File: src/rtl/lfsr_pkg.sv
// Shared types and the Galois step function for the LFSR bank.
// Holds the warm-up FSM state type and a width-generic lfsr_next.
package lfsr_pkg;

    typedef enum logic {
        IDLE = 1'b0,
        WARM = 1'b1
    } state_t;

    localparam int MAX_WIDTH = 64;

    // Galois step on the low 'width' bits; upper bits of the result are 0.
    function automatic logic [MAX_WIDTH-1:0] lfsr_next(
        input logic [MAX_WIDTH-1:0] s,
        input logic [MAX_WIDTH-1:0] taps,
        input int                   width,
        input logic                 invert
    );
        logic [MAX_WIDTH-1:0] mask;
        logic [MAX_WIDTH-1:0] msb_sel;
        logic                 fb;
        if (width >= MAX_WIDTH) begin
            mask = '1;
        end else begin
            mask = (MAX_WIDTH'(1) << width) - MAX_WIDTH'(1);
        end
        msb_sel = s >> (width - 1);
        fb      = msb_sel[0] ^ invert;
        return ((s << 1) & mask) ^ (fb ? (taps & mask) : '0);
    endfunction

endpackage

File: src/rtl/lfsr_step.sv
// Combinational next state and fixed-point detection for one channel.
// Ports: s (current state), nxt (stepped state), fixed (nxt == s).
module lfsr_step
    import lfsr_pkg::*;
#(
    parameter int               WIDTH  = 8,
    parameter logic [WIDTH-1:0] TAPS   = 8'b00011101,
    parameter int               INVERT = 0
) (
    input  logic [WIDTH-1:0] s,
    output logic [WIDTH-1:0] nxt,
    output logic             fixed
);

    assign nxt = WIDTH'(lfsr_next(MAX_WIDTH'(s), MAX_WIDTH'(TAPS),
                                  WIDTH, (INVERT != 0)));
    assign fixed = (nxt == s);

endmodule

File: src/rtl/lfsr_bank.sv
// Bank of NCHAN Galois LFSRs with seed load, warm-up and lock-up recovery.
// Ports: clk, reset_n (sync, active low), enable, load_valid/ready/chan/seed,
// lfsr_out, valid, lockup, wrap. Macro LFSR_BANK_PERIOD_EN adds per-channel
// seed registers so wrap can flag period completion; otherwise wrap is 0.
module lfsr_bank
    import lfsr_pkg::*;
#(
    parameter int               WIDTH        = 8,
    parameter logic [WIDTH-1:0] TAPS         = 8'b00011101,
    parameter int               INVERT       = 0,
    parameter int               NCHAN        = 4,
    parameter logic [WIDTH-1:0] DEFAULT_SEED = 1,
    parameter int               WARMUP       = 2
) (
    input  logic                                      clk,
    input  logic                                      reset_n,
    input  logic [NCHAN-1:0]                          enable,
    input  logic                                      load_valid,
    output logic                                      load_ready,
    input  logic [((NCHAN > 1) ? $clog2(NCHAN) : 1)-1:0] load_chan,
    input  logic [WIDTH-1:0]                          load_seed,
    output logic [NCHAN*WIDTH-1:0]                    lfsr_out,
    output logic [NCHAN-1:0]                          valid,
    output logic [NCHAN-1:0]                          lockup,
    output logic [NCHAN-1:0]                          wrap
);

    localparam int CW = (NCHAN > 1) ? $clog2(NCHAN) : 1;

    state_t           state, state_n;
    logic [7:0]       cnt, cnt_n;
    logic [CW-1:0]    wchan;
    logic [WIDTH-1:0] lfsr     [NCHAN];
    logic [WIDTH-1:0] nxt      [NCHAN];
    logic [WIDTH-1:0] step_val [NCHAN];
    logic [NCHAN-1:0] fixed;
    logic [NCHAN-1:0] ld, wm, st;
    logic             fire, chan_ok, warm_done;

    function automatic logic [WIDTH-1:0] rst_seed(input int c);
        int n;
        n = c % WIDTH;
        return (DEFAULT_SEED << n) | (DEFAULT_SEED >> (WIDTH - n));
    endfunction

    for (genvar g = 0; g < NCHAN; g++) begin : g_ch
        lfsr_step #(
            .WIDTH  (WIDTH),
            .TAPS   (TAPS),
            .INVERT (INVERT)
        ) u_step (
            .s     (lfsr[g]),
            .nxt   (nxt[g]),
            .fixed (fixed[g])
        );
        assign lfsr_out[g*WIDTH +: WIDTH] = lfsr[g];
    end

    assign load_ready = reset_n && (state == IDLE);
    assign fire       = load_valid && load_ready;
    assign chan_ok    = 32'(load_chan) < NCHAN;
    assign warm_done  = (state == WARM) && (cnt == 8'd1);

    always_comb begin
        state_n = state;
        cnt_n   = cnt;
        unique case (state)
            IDLE: begin
                if (fire && chan_ok && (WARMUP > 0)) begin
                    state_n = WARM;
                    cnt_n   = 8'(WARMUP);
                end
            end
            WARM: begin
                cnt_n = cnt - 8'd1;
                if (cnt == 8'd1) begin
                    state_n = IDLE;
                end
            end
            default: state_n = IDLE;
        endcase
    end

    // A load always beats a step; the warming channel steps regardless of enable.
    always_comb begin
        for (int c = 0; c < NCHAN; c++) begin
            ld[c]       = fire && chan_ok && (32'(load_chan) == c);
            wm[c]       = (state == WARM) && (32'(wchan) == c);
            st[c]       = !ld[c] && (wm[c] || enable[c]);
            step_val[c] = fixed[c] ? DEFAULT_SEED : nxt[c];
        end
    end

    always_ff @(posedge clk) begin
        if (!reset_n) begin
            state  <= IDLE;
            cnt    <= '0;
            wchan  <= '0;
            valid  <= '1;
            lockup <= '0;
            for (int c = 0; c < NCHAN; c++) begin
                lfsr[c] <= rst_seed(c);
            end
        end else begin
            state <= state_n;
            cnt   <= cnt_n;
            if (fire) begin
                wchan <= load_chan;
            end
            for (int c = 0; c < NCHAN; c++) begin
                if (ld[c]) begin
                    lfsr[c]   <= load_seed;
                    lockup[c] <= 1'b0;
                    if (WARMUP > 0) begin
                        valid[c] <= 1'b0;
                    end
                end else if (st[c]) begin
                    lfsr[c] <= step_val[c];
                    if (fixed[c]) begin
                        lockup[c] <= 1'b1;
                    end
                    if (wm[c] && warm_done) begin
                        valid[c] <= 1'b1;
                    end
                end
            end
        end
    end

`ifdef LFSR_BANK_PERIOD_EN
    logic [WIDTH-1:0] seed [NCHAN];
    logic [NCHAN-1:0] wrap_q;

    // Only ordinary steps count toward a period; warm-up steps are excluded.
    always_ff @(posedge clk) begin
        if (!reset_n) begin
            wrap_q <= '0;
            for (int c = 0; c < NCHAN; c++) begin
                seed[c] <= rst_seed(c);
            end
        end else begin
            for (int c = 0; c < NCHAN; c++) begin
                wrap_q[c] <= st[c] && !wm[c] && (step_val[c] == seed[c]);
                if (ld[c]) begin
                    seed[c] <= load_seed;
                end
            end
        end
    end

    assign wrap = wrap_q;
`else
    assign wrap = '0;
`endif

endmodule

File: config.mk
export PLATFORM = sky130hd
export DESIGN_NAME = lfsr_bank
export DESIGN_NICKNAME = d
export VERILOG_FILES = /design/src/rtl/lfsr_pkg.sv /design/src/rtl/lfsr_step.sv /design/src/rtl/lfsr_bank.sv
export SDC_FILE = /design/constraint.sdc
export NUM_CORES = 1
export LEC_CHECK = 0
export BUFFER_PORTS_ARGS = -buffer_cell sky130_fd_sc_hd__clkbuf_2
export CAP_MARGIN = 10
export CORE_MARGIN = 1.5
export CORE_UTILIZATION = 53
export CTS_BUF_LIST = sky130_fd_sc_hd__clkbuf_4 sky130_fd_sc_hd__clkbuf_8 sky130_fd_sc_hd__clkbuf_16
export CTS_CLUSTER_SIZE = 30
export DETAILED_ROUTE_END_ITERATION = 12
export HOLD_SLACK_MARGIN = 0.1
export PLACE_DENSITY = 0.87
export SLEW_MARGIN = 30
export SYNTH_ARGS = -nofsm -noshare
export SYNTH_HDL_FRONTEND = slang
export SYNTH_HIERARCHICAL = 1
export SYNTH_SLANG_ARGS = --single-unit
File: constraint.sdc
create_clock -name clk -period 4.74 [get_ports clk]
set_input_delay 0.237 -clock clk [delete_from_list [all_inputs] [get_ports clk]]
set_output_delay 0.237 -clock clk [all_outputs]
set_load 0.1 [all_outputs]
* After elaboration in Yosys (flattened, before gate mapping) *
Memory sizes are Yosys's and may differ from the RTL's.
Cells that the tools add are included.

word-level totals
  RAM bits = 32
  memories kept = 1
  output and inout port bits = 45
  register bits after elaboration = 19
  input bits = 17

operators by class
  reductions and logical operators = 49
  $add $sub $neg = 1
  mux-type cells = 62
  eq/ne operators = 12
  bitwise gates (word level) = 14

memory list
  name  depth  bits a word  rd ports  clocked after memory_dff  write ports  line             text
  lfsr  4      8            4         0                         4            lfsr_bank.sv:33  logic [WIDTH-1:0] lfsr [NCHAN];

operators with widths
  kind                                              number
  2-to-1 mux 8 bit                                  13
  2-to-1 mux 1 bit                                  43
  == test 8 bit                                     4
  bitwise XOR 8 x 5 -> 8 bit                        4
  2-to-1 mux 5 bit                                  4
  logical AND 1 bit                                 19
  one-hot mux 8 bit (2 select lines)                1
  AND reduction 2 bit                               8
  nonzero test 2 bit                                8
  == test 2 bit, second input constant              4
  == test 8 x 1 -> 1 bit, second input constant     1
  bitwise OR 1 bit                                  8
  OR reduction 2 bit                                4
  subtractor 8 x 1 -> 8 bit, second input constant  1
  == test 2 x 1 -> 1 bit, second input constant     2
  zero test 1 bit                                   4
  zero test 2 bit                                   2
  logical OR 1 bit                                  4
  != test 2 bit, second input constant              1
  inverter 1 bit                                    2
  one-hot mux 1 bit (2 select lines)                1

* Depth between registers and ports, before layout *
Gate-level depths: netlist of run 1.

  word-level depth = 11
  mapped depth = 5
  mapped depth without buffers = 5

* Modules after synthesis *
Netlist of run 1, hierarchy kept.

modules (own cells, without submodules)
  module     instances  cells each  area each (um^2)
  lfsr_bank  1          217         2469.9
  lfsr_step  4          11          82.6

* Worst setup path after synthesis of run 1 *
No wires, ideal clock.

  path type = flip-flop to flip-flop
  from = memory lfsr[3][7]
  to = memory lfsr[3][1], data pin
  stages on the path, launching flop included = 6
  library setup time = 256 ps
  path slack = 2305 ps
  data arrival time = 2179 ps
  buffers on the path = 1
  path through = edfxtp_1 -> or4_1 -> nor2_1 -> and4b_1 -> clkbuf_1 -> a22o_1

RTL lines
  item             line
  start, declared  lfsr_bank.sv:33

==> results of run 1 <==
area by class of cell:
| class | instances | area share (%) |
|---|---|---|
| multi-input cells | 164 | 38.6 |
| clock buffers | 6 | 2.47 |
| repair buffers | 57 | 9.25 |
| inverters | 12 | 1.46 |
| clock inverters | 2 | 1.95 |
| well taps | 70 | 2.84 |
| flip-flops and latches | 51 | 43.5 |
worst paths after layout:
kind / end / startpoint / slack, ns / depth (start not counted)
hold / removal: state / load_valid / 0.31 / 2
setup / recovery: lfsr[3][5] / state / 2.36 / 3
setup reg to reg: lfsr[3][5] / state / 2.36 / 3
hold reg to reg: lockup[1] / lockup[1] / 0.46 / 2
layout by cell type (no fill, tap or decap), types with 2 or more instances in the layout:
cell / count
o21ai_0: 11
nand2b_1: 3
a211oi_1: 3
or4_1: 11
dfxtp_1: 19
clkbuf_2: 57
clkbuf_8: 5
o2bb2ai_1: 6
nand4b_1: 2
xor2_1: 12
nor2b_1: 5
nand3_1: 5
nor3_1: 7
a22o_1: 12
nand2_1: 3
a221oi_1: 3
bufinv_16: 2
o211ai_1: 5
nand3b_1: 3
nor2_1: 13
ha_1: 2
or3_1: 6
a32o_1: 6
a21oi_1: 8
inv_1: 11
mux2i_1: 2
conb_1: 4
o311ai_1: 2
edfxtp_1: 32
per-layer routing:
metal	vias to the layer above	part of all wire, %	track usage (%)
met5	-	0	0
met4	0	1.6	6.55
met3	12	6.2	3.97
met2	88	48	35.1
met1	1061	44	29.2
li1	1038	-	-
power breakdown:
part	leakage, nW	switching [mW]	internal [mW]
clock network	0.0688	0.143	0.217
logic	0.662	0.346	0.0873
registers	0.502	0.0474	0.522
total	1.23	0.537	0.826
per-stage QoR:
stage / cell area [um2] / utilization [%] / power (mW) / hold slack (ns)
after floorplan: 2810 / - / 0.964 / 0.431
after global placement: 2950 / 57.7 / 1.00 / 0.454
after detailed placement: 2950 / 57.7 / 1.01 / 0.449
after CTS: 3090 / 60.4 / 1.36 / 0.294
after global routing: 3090 / 60.4 / 1.41 / 0.314
final: 3090 / 60.4 / 1.36 / 0.307
logic make-up (layout without fill, tap and decap cells):
group	Yosys count	in the layout	synth area share, %
buffers and inverters	49	77	10.0
muxes	3	3	1.12
AOI/OAI and AO/OA	72	72	20.1
other	1	4	0.134
adders and majority gates	2	2	0.894
DFF	51	51	47.9
xor gates and xnor gates	12	12	3.75
and+or+nand+nor	71	71	16.1
sequential cells by signal (all words and copies together) (netlist names):
signal and cells:
state 1, cnt 8, valid 4, lfsr 32, lockup 4, wchan 2
==> impl_metrics.py, run 1 <==
metrics = {
    "synth": {
        "synth.cell_area_um2": 2800,
        "synth.lib_cells_used.distinct": 61,
        "yosys.cell_count.top_type": "edfxtp_1",
        "synth_enable_flop_cells": 32,
        "synth.top_cells.by_count": "32 x edfxtp_1, 25 x buf_4, 19 x dfxtp_1, 13 x nor2_1",
        "synth_top_area_cell": "edfxtp_1",
        "synth.avg_cell_area_um2": 10.7,
        "ys.warnings.count": 6,
        "postSynthRegisterBits": 51,
        "yosysTopAreaCellShare_pct": 34.3,
        "synth-main-ff-cell": "edfxtp_1",
        "netlist_instances": 261,
        "asyncSetResetFlopFracSynth_pct": 0,
        "synth-seq-area-share_pct": 47.9,
        "synth.area.top_cells": "edfxtp_1 34%, dfxtp_1 14%, buf_4 6.7%",
    },
    "grt": {
        "antenna_violations_before_repair": 0,
        "grt_start_max_net_pins": 24,
        "first_global_vias": 1903,
        "global_route.usage.total_pct": 21.5,
        "grt_first_pass_wirelength_um": 9180,
        "grt_overflow_total": 0,
    },
    "clock_network": {
        "post-cts-setup-buffers": 0,
        "cts.sink_count": 51,
        "tritoncts.num_buffers": 5,
        "ctsHtreeMaxLevel": 2,
        "tritoncts_clock_tree": "yes",
        "post_cts_resize_count": 0,
        "clock_tree.root_cell": "clkbuf_8",
        "clk_pin_slew_ns": 0.09,
        "holdBufCountCts": 0,
        "cts.path.max_buffers": 2,
        "clock_insertion_delay_worst_skew_ns": 0.30,
    },
    "final_layout": {
        "final_net_count": 310,
        "area.sequential_um2": 1340,
        "layout-drive-gt1-share_pct": 26.4,
        "areaGrowthSynthToFinish_pct": 10.2,
        "multiInputGateArea_um2": 1190,
        "antennaDiodeCount": 0,
        "nFillCells": 424,
        "post_layout_nonfiller_instances": 362,
    },
    "die": {
        "floorplan.die_area_um2": 5730,
        "core.rowCount": 26,
        "floorplan.io_pins": 62,
        "core-area_um2": 5110,
        "floorplan.die.width_um": 75.7,
        "floorplan.die.height_um": 75.7,
        "start_util_pct": 54.8,
    },
    "critical_path": {
        "setup.worst_path.class": "reg -> reg",
        "cpMaxStageDelayCell": "nor2_1",
        "cp.required_ns": 4.72,
        "cp_num_buf_inv": 0,
        "critical_path_maximum_fanout": 20,
        "crit_arrival_ns": 2.36,
        "critPathCaptureType": "flip-flop",
        "top_cell_family_by_delay_on_the_critical_path": "simple AND/OR/NAND/NOR gates",
        "cpPeakStageDelay_ns": 0.65,
        "critical_path.startpoint_type": "flip-flop",
        "cp_cell_sequence": "nand4b_1, nor2_1, or3_1",
    },
    "place": {
        "pre_cts_ws_ns": 2.39,
        "gp_congestion": 0.853,
        "placedCellCount": 354,
        "detailed_place_hpwl_um": 4490,
        "io_buffers": 57,
    },
    "timing": {
        "rsz0062_at_grt": "no",
        "setup_violations": 0,
        "timing.slew.headroom_pct": 56.3,
        "layout_setup_ws_ns": 2.36,
        "finClkSkew_ns": 0.00806,
        "timing_hold_violations_final": 0,
        "period_utilisation_layout_pct": 50.2,
        "maxSlewViolCount": 0,
        "finalCriticalPeriod_ns": 2.38,
        "fmax_mhz": 420,
        "totalNegativeSetupSlack_ns": 0,
        "tightestPinTransition_ns": 0.653,
    },
    "detailed_routing": {
        "ant_nets": 0,
        "finalWirelength_um": 6130,
        "drt-pass1-iter-count": 4,
        "initialDrtViolationCount": 168,
        "route.detailed.wl_per_inst_um": 16.9,
        "drc": 0,
        "number_of_vias_per_cell": 6.07,
        "vias_after_detailed_routing": 2199,
    },
    "job": {
        "timing.max_cap.violations": 0,
    },
    "power_and_ir_drop": {
        "power_leakage_nw": 1.23,
        "peakVddDrop_mv": 0.203,
        "p_per_area_nw_per_um2": 442,
    },
    "status": {
        "outcome": "finished, final reports clean",
    },
    "worst_hold_path": {
        "hp-class": "in -> reg",
    },
}
Power figures use the tool's default switching activity.
==> run 2, diff against run 1 <==
- clock period: 4.74 -> 2.3 ns (I/O delays scaled with it)
==> run 2 against run 1 <==
Fmax is 21% higher. Clock-buffer cell count unchanged. Worst setup slack worse by 2.0 ns. Sequential power rose by 100%. Critical path depth rose by 1. Core utilization is 0.44 points higher. First-iteration DRC count is 31% higher. Global-route usage rose by 0.55 points. Power is 90% higher. Via count rose by 2.4%. Final area increased by 0.73%. Non-clock buffer count grew 9.
==> impl_metrics.py, run 2 (same netlist as run 1, synthesis figures left out) <==
metrics = {
    "status": {
        "outcome": "finished, final reports clean",
    },
    "die": {
        "core-area_um2": 5110,
        "floorplan.io_pins": 62,
        "floorplan.die_area_um2": 5730,
        "start_util_pct": 54.8,
        "floorplan.die.height_um": 75.7,
        "core.rowCount": 26,
        "floorplan.die.width_um": 75.7,
    },
    "grt": {
        "antenna_violations_before_repair": 0,
        "first_global_vias": 1957,
        "global_route.usage.total_pct": 22.0,
        "grt_first_pass_wirelength_um": 9400,
        "grt_overflow_total": 0,
        "grt_start_max_net_pins": 24,
    },
    "clock_network": {
        "post-cts-setup-buffers": 0,
        "holdBufCountCts": 0,
        "clk_pin_slew_ns": 0.09,
        "tritoncts_clock_tree": "yes",
        "clock_tree.root_cell": "clkbuf_8",
        "post_cts_resize_count": 0,
        "cts.sink_count": 51,
        "tritoncts.num_buffers": 5,
        "cts.path.max_buffers": 2,
        "clock_insertion_delay_worst_skew_ns": 0.30,
        "ctsHtreeMaxLevel": 2,
    },
    "timing": {
        "rsz0062_at_grt": "no",
        "totalNegativeSetupSlack_ns": 0,
        "fin_hold_ws_ns": 0.172,
        "finalCriticalPeriod_ns": 1.97,
        "setup_violations": 0,
        "fmax_mhz": 509,
        "maxSlewViolCount": 0,
        "period_utilisation_layout_pct": 85.4,
        "timing.slew.headroom_pct": 62.3,
        "timing_hold_violations_final": 0,
        "finClkSkew_ns": 0.00877,
        "tightestPinTransition_ns": 0.564,
    },
    "final_layout": {
        "largest_register": "lfsr",
        "largestRegisters": "lfsr: 32 flops, cnt: 8 flops",
        "nFillCells": 418,
        "most_frequent_standard_cell_in_the_layout_excluding_fill_and_tap_cells": "clkbuf_2",
        "areaGrowthSynthToFinish_pct": 11.0,
        "layout.cells.most_common_list": "57 x clkbuf_2, 32 x edfxtp_1, 19 x dfxtp_1",
        "layout-drive-gt1-share_pct": 28.9,
        "antennaDiodeCount": 0,
        "multiInputGateArea_um2": 1190,
        "final_net_count": 319,
        "layout.core_utilization_pct": 60.9,
        "largest_register_ffs": 32,
        "area.sequential_um2": 1340,
    },
    "power_and_ir_drop": {
        "totalPowerFinal_mw": 2.59,
        "power_leakage_nw": 1.25,
        "peakVddDrop_mv": 0.396,
        "p_per_area_nw_per_um2": 835,
    },
    "detailed_routing": {
        "ant_nets": 0,
        "initialDrtViolationCount": 220,
        "finalWirelength_um": 6220,
        "drc": 0,
        "number_of_vias_per_cell": 6.07,
        "vias_after_detailed_routing": 2251,
        "route.detailed.wl_per_inst_um": 16.8,
        "drt-pass1-iter-count": 4,
    },
    "critical_path": {
        "setup.worst_path.class": "reg -> reg",
        "rr_endpoint": "lfsr[3][4]",
        "cp.required_ns": 2.36,
        "worstRegToRegCells": 4,
        "critical_path.startpoint_type": "flip-flop",
        "worst-r2r-setup-slack_ns": 0.33,
        "worstReg2RegStart": "lfsr[3][0]",
        "crit_arrival_ns": 2.02,
        "critical_path_maximum_fanout": 6,
        "critPathCaptureType": "flip-flop",
    },
    "worst_hold_path": {
        "hold-path-endpoint": "state",
        "number_of_cells_on_the_worst_hold_path": 2,
        "hp-class": "in -> reg",
        "hp-start": "load_valid",
    },
    "job": {
        "timing.max_cap.violations": 0,
    },
    "place": {
        "io_buffers": 57,
        "gp_congestion": 0.863,
        "detailed_place_hpwl_um": 4640,
    },
}
-- run 2: cell count changes in the layout (fill, tap and decap cells not counted), sizes merged --
| cell | delta |
|---|---|
| buf | +9 |
| clkinv | +1 |
| bufinv | -2 |
| clkinvlp | +1 |
-- run 2: layout make-up --
cell class	instances	share of cell area, %
Clock buffer	6	2.46
Tap cell	70	2.82
Timing Repair Buffer	66	11.4
Clock inverter	2	0.403
Multi-Input combinational cell	164	38.4
Inverter	12	1.45
Sequential cell	51	43.2
-- run 2: worst max path at each step --
stage	startpoint	end	slack, ns
after floorplan	lfsr[3][0]	lfsr[3][2]	-0.05
after global placement	lfsr[3][3]	lfsr[3][4]	0.41
after detailed placement	lfsr[3][3]	lfsr[3][6]	0.36
after CTS	lfsr[3][3]	lfsr[3][6]	0.34
after global routing	lfsr[1][2]	lfsr[1][6]	0.21
final	lfsr[3][0]	lfsr[3][4]	0.33
-- run 2: power by group --
| group | switching, mW | leakage (nW) | internal, mW | total (mW) |
|---|---|---|---|---|
| clock | 0.291 | 0.0446 | 0.225 | 0.516 |
| sequential | 0.0855 | 0.502 | 1.07 | 1.16 |
| combinational | 0.727 | 0.707 | 0.192 | 0.919 |
| total | 1.10 | 1.25 | 1.49 | 2.59 |
-- run 2: metrics by stage --
step                instances  area [um2]  setup slack (ns)
floorplan                 264        2820           -0.0500
global placement          363        3020             0.408
detailed placement        363        3020             0.357
CTS                       371        3110             0.344
global route              371        3110             0.214
finish                    371        3110             0.335
-- run 2: per-layer routing --
| metal | vias up | wire length (um) | track usage (%) |
|---|---|---|---|
| met5 | - | 0 | 0 |
| met3 | 21 | 360 | 3.70 |
| met4 | 0 | 193 | 9.92 |
| met1 | 1078 | 2670 | 28.7 |
| met2 | 100 | 3000 | 36.1 |
| li1 | 1052 | - | - |
-- run 2: critical path, stage by stage, from the launching register on --
cell and delay (ns):
edfxtp_1 0.42, or4_1 0.56, nor2_2 0.20, and4b_1 0.29, a22o_1 0.24
==> run 3, diff against run 2 <==
- ABC_AREA: unset -> 1
- PLACE_DENSITY: 0.87 -> 0.85
==> run 3 against run 2 <==
Sequential share of layout area fell by 6.9 points. Core utilization fell by 2.2 points. Non-clock buffer count fell by 7. Largest cell class is now multi-input gates. Clock skew rose by 0.0012 ns. Hold slack got worse by 0.050 ns. Worst setup slack improved by 0.017 ns. Wire length rose by 26%. Global-route usage rose by 0.78 points. Largest power group unchanged. Area after synthesis rose by 22%. Combinational power rose by 26%.
==> impl_metrics.py, run 3 <==
metrics = {
    "status": {
        "outcome": "finished, final reports clean",
    },
    "power_and_ir_drop": {
        "peakVddDrop_mv": 0.407,
        "totalPowerFinal_mw": 2.97,
        "p_per_area_nw_per_um2": 803,
        "power_leakage_nw": 1.85,
    },
    "die": {
        "start_util_pct": 54.2,
        "core-area_um2": 6310,
        "floorplan.io_pins": 62,
        "floorplan.die_area_um2": 6950,
        "core.rowCount": 29,
        "floorplan.die.height_um": 83.4,
        "floorplan.die.width_um": 83.4,
    },
    "detailed_routing": {
        "ant_nets": 0,
        "wl_met3_um": 444,
        "routed-wl-met2_um": 3920,
        "drt-pass1-iter-count": 5,
        "vias_after_detailed_routing": 3062,
        "finalWirelength_um": 7850,
        "route.detailed.wl_per_inst_um": 13.5,
        "maxUsedRoutingLayer": "met4",
        "routedLengthMet1_um": 3360,
        "drc": 0,
        "initialDrtViolationCount": 231,
        "number_of_vias_per_cell": 5.25,
    },
    "final_layout": {
        "largestRegisters": "lfsr: 32 flops, cnt: 8 flops",
        "areaGrowthSynthToFinish_pct": 8.07,
        "largest_register_ffs": 32,
        "post_layout_nonfiller_instances": 583,
        "nFillCells": 595,
        "layout.cells.most_common_list": "106 x nand2_1, 75 x nor2_1, 63 x inv_1, 57 x clkbuf_2, 33 x nand3_1",
        "antennaDiodeCount": 0,
        "layout-drive-gt1-share_pct": 20.9,
        "final_net_count": 524,
        "largest_register": "lfsr",
        "most_frequent_standard_cell_in_the_layout_excluding_fill_and_tap_cells": "nand2_1",
        "final_area_um2": 3700,
    },
    "grt": {
        "first_global_vias": 2846,
        "grt_overflow_total": 0,
        "grt_start_max_net_pins": 38,
        "antenna_violations_before_repair": 0,
        "grt_first_pass_wirelength_um": 13100,
        "global_route.usage.total_pct": 22.8,
    },
    "critical_path": {
        "setup.worst_path.class": "reg -> reg",
        "critical_path.startpoint_type": "flip-flop",
        "critical_path_maximum_fanout": 8,
        "critPathCaptureType": "flip-flop",
        "worst-r2r-setup-slack_ns": 0.35,
        "crit_arrival_ns": 2.02,
        "cp.required_ns": 2.37,
    },
    "synth": {
        "synth_top_area_cell": "edfxtp_1",
        "synth.cell_area_um2": 3420,
        "synth-main-ff-cell": "edfxtp_1",
        "synth-seq-area-share_pct": 39.2,
        "postSynthRegisterBits": 51,
        "asyncSetResetFlopFracSynth_pct": 0,
        "ys.warnings.count": 6,
        "synth.lib_cells_used.distinct": 36,
        "yosysTopAreaCellShare_pct": 28.1,
        "synth.avg_cell_area_um2": 7.29,
        "synth_enable_flop_cells": 32,
        "synth.area.top_cells": "edfxtp_1 28%, nand2_1 12%, dfxtp_1 11%",
        "synth.top_cells.by_count": "106 x nand2_1, 75 x nor2_1, 63 x inv_1, 33 x nand3_1, 32 x edfxtp_1",
        "netlist_instances": 470,
        "yosys.cell_count.top_type": "nand2_1",
    },
    "place": {
        "detailed_place_hpwl_um": 5950,
        "placed_cell_area_um2": 3590,
        "io_buffers": 57,
        "pre_cts_ws_ns": 0.380,
        "gp_congestion": 0.886,
        "placedCellCount": 575,
    },
    "timing": {
        "finClkSkew_ns": 0.00994,
        "layout_setup_ws_ns": 0.351,
        "setup_violations": 0,
        "timing_hold_violations_final": 0,
        "finalCriticalPeriod_ns": 1.95,
        "period_utilisation_layout_pct": 84.7,
        "fmax_mhz": 513,
        "rsz0062_at_grt": "no",
        "timing.slew.headroom_pct": 63.5,
        "maxSlewViolCount": 0,
        "totalNegativeSetupSlack_ns": 0,
        "tightestPinTransition_ns": 0.550,
    },
    "clock_network": {
        "holdBufCountCts": 0,
        "tritoncts.num_buffers": 5,
        "ctsHtreeMaxLevel": 2,
        "post_cts_resize_count": 0,
        "cts.path.max_buffers": 2,
        "cts.sink_count": 51,
        "clk_pin_slew_ns": 0.09,
        "tritoncts_clock_tree": "yes",
        "clock_insertion_delay_worst_skew_ns": 0.30,
        "clock_tree.root_cell": "clkbuf_8",
        "post-cts-setup-buffers": 0,
    },
    "job": {
        "timing.max_cap.violations": 0,
    },
    "worst_hold_path": {
        "hp-class": "in -> reg",
    },
}
run 3: worst max-delay path, cell delays in order (launching register included):
cell and delay, ns:
edfxtp_1 0.49, inv_2 0.14, nand2_2 0.07, nand2_2 0.09, nor2_1 0.05, nor2_1 0.08, nand2_1 0.05, nor2_1 0.36
inv_1 0.11, nand2_1 0.07, nand4_1 0.09, nand2_1 0.08, inv_1 0.03
run 3: final cells by class:
type	instances	area [um2]	area share [%]
flip-flops and latches	51	1340	36.2
clock buffers	5	68.8	1.86
repair buffers	59	300	8.11
well taps	77	96.3	2.60
clock inverters	3	38.8	1.05
multi-input cells	314	1580	42.6
inverters	74	278	7.51
run 3: layer usage:
metal / up-vias / GRT usage (%)
met2: 125 / 38.7
met3: 15 / 3.68
met4: 0 / 6.21
met5: - / 0
li1: 1536 / -
met1: 1386 / 30.3
run 3: worst paths after layout:
check / to / from / cells past startpoint
max: lfsr[2][4] / lfsr[2][7] / 12
min: wchan[0] / load_chan[0] / 3
max reg2reg: lfsr[2][4] / lfsr[2][7] / 12
min reg2reg: cnt[5] / cnt[5] / 1
run 3: stage by stage:
step	util, %	hold slack [ns]
finish	58.6	0.122
global route	58.6	0.150
CTS	58.6	0.128
detailed placement	56.9	0.434
global placement	56.9	0.432
floorplan	-	0.248
run 3: kinds of logic (layout without fill, tap and decap cells):
| group | Yosys count | in the layout | synth area share (%) |
|---|---|---|---|
| fa+ha+maj | 2 | 2 | 0.731 |
| simple gates | 250 | 250 | 34.0 |
| other cells | 1 | 4 | 0.110 |
| xor+xnor | 4 | 4 | 1.02 |
| buf+inv | 108 | 141 | 15.2 |
| compound gates | 54 | 54 | 9.79 |
| flops | 51 | 51 | 39.2 |
run 3: report_power, final:
part / internal [mW] / switching [mW] / total, mW
Clock: 0.319 / 0.290 / 0.609
Combinational: 0.243 / 0.915 / 1.16
Sequential: 1.09 / 0.120 / 1.21
Total: 1.65 / 1.32 / 2.97
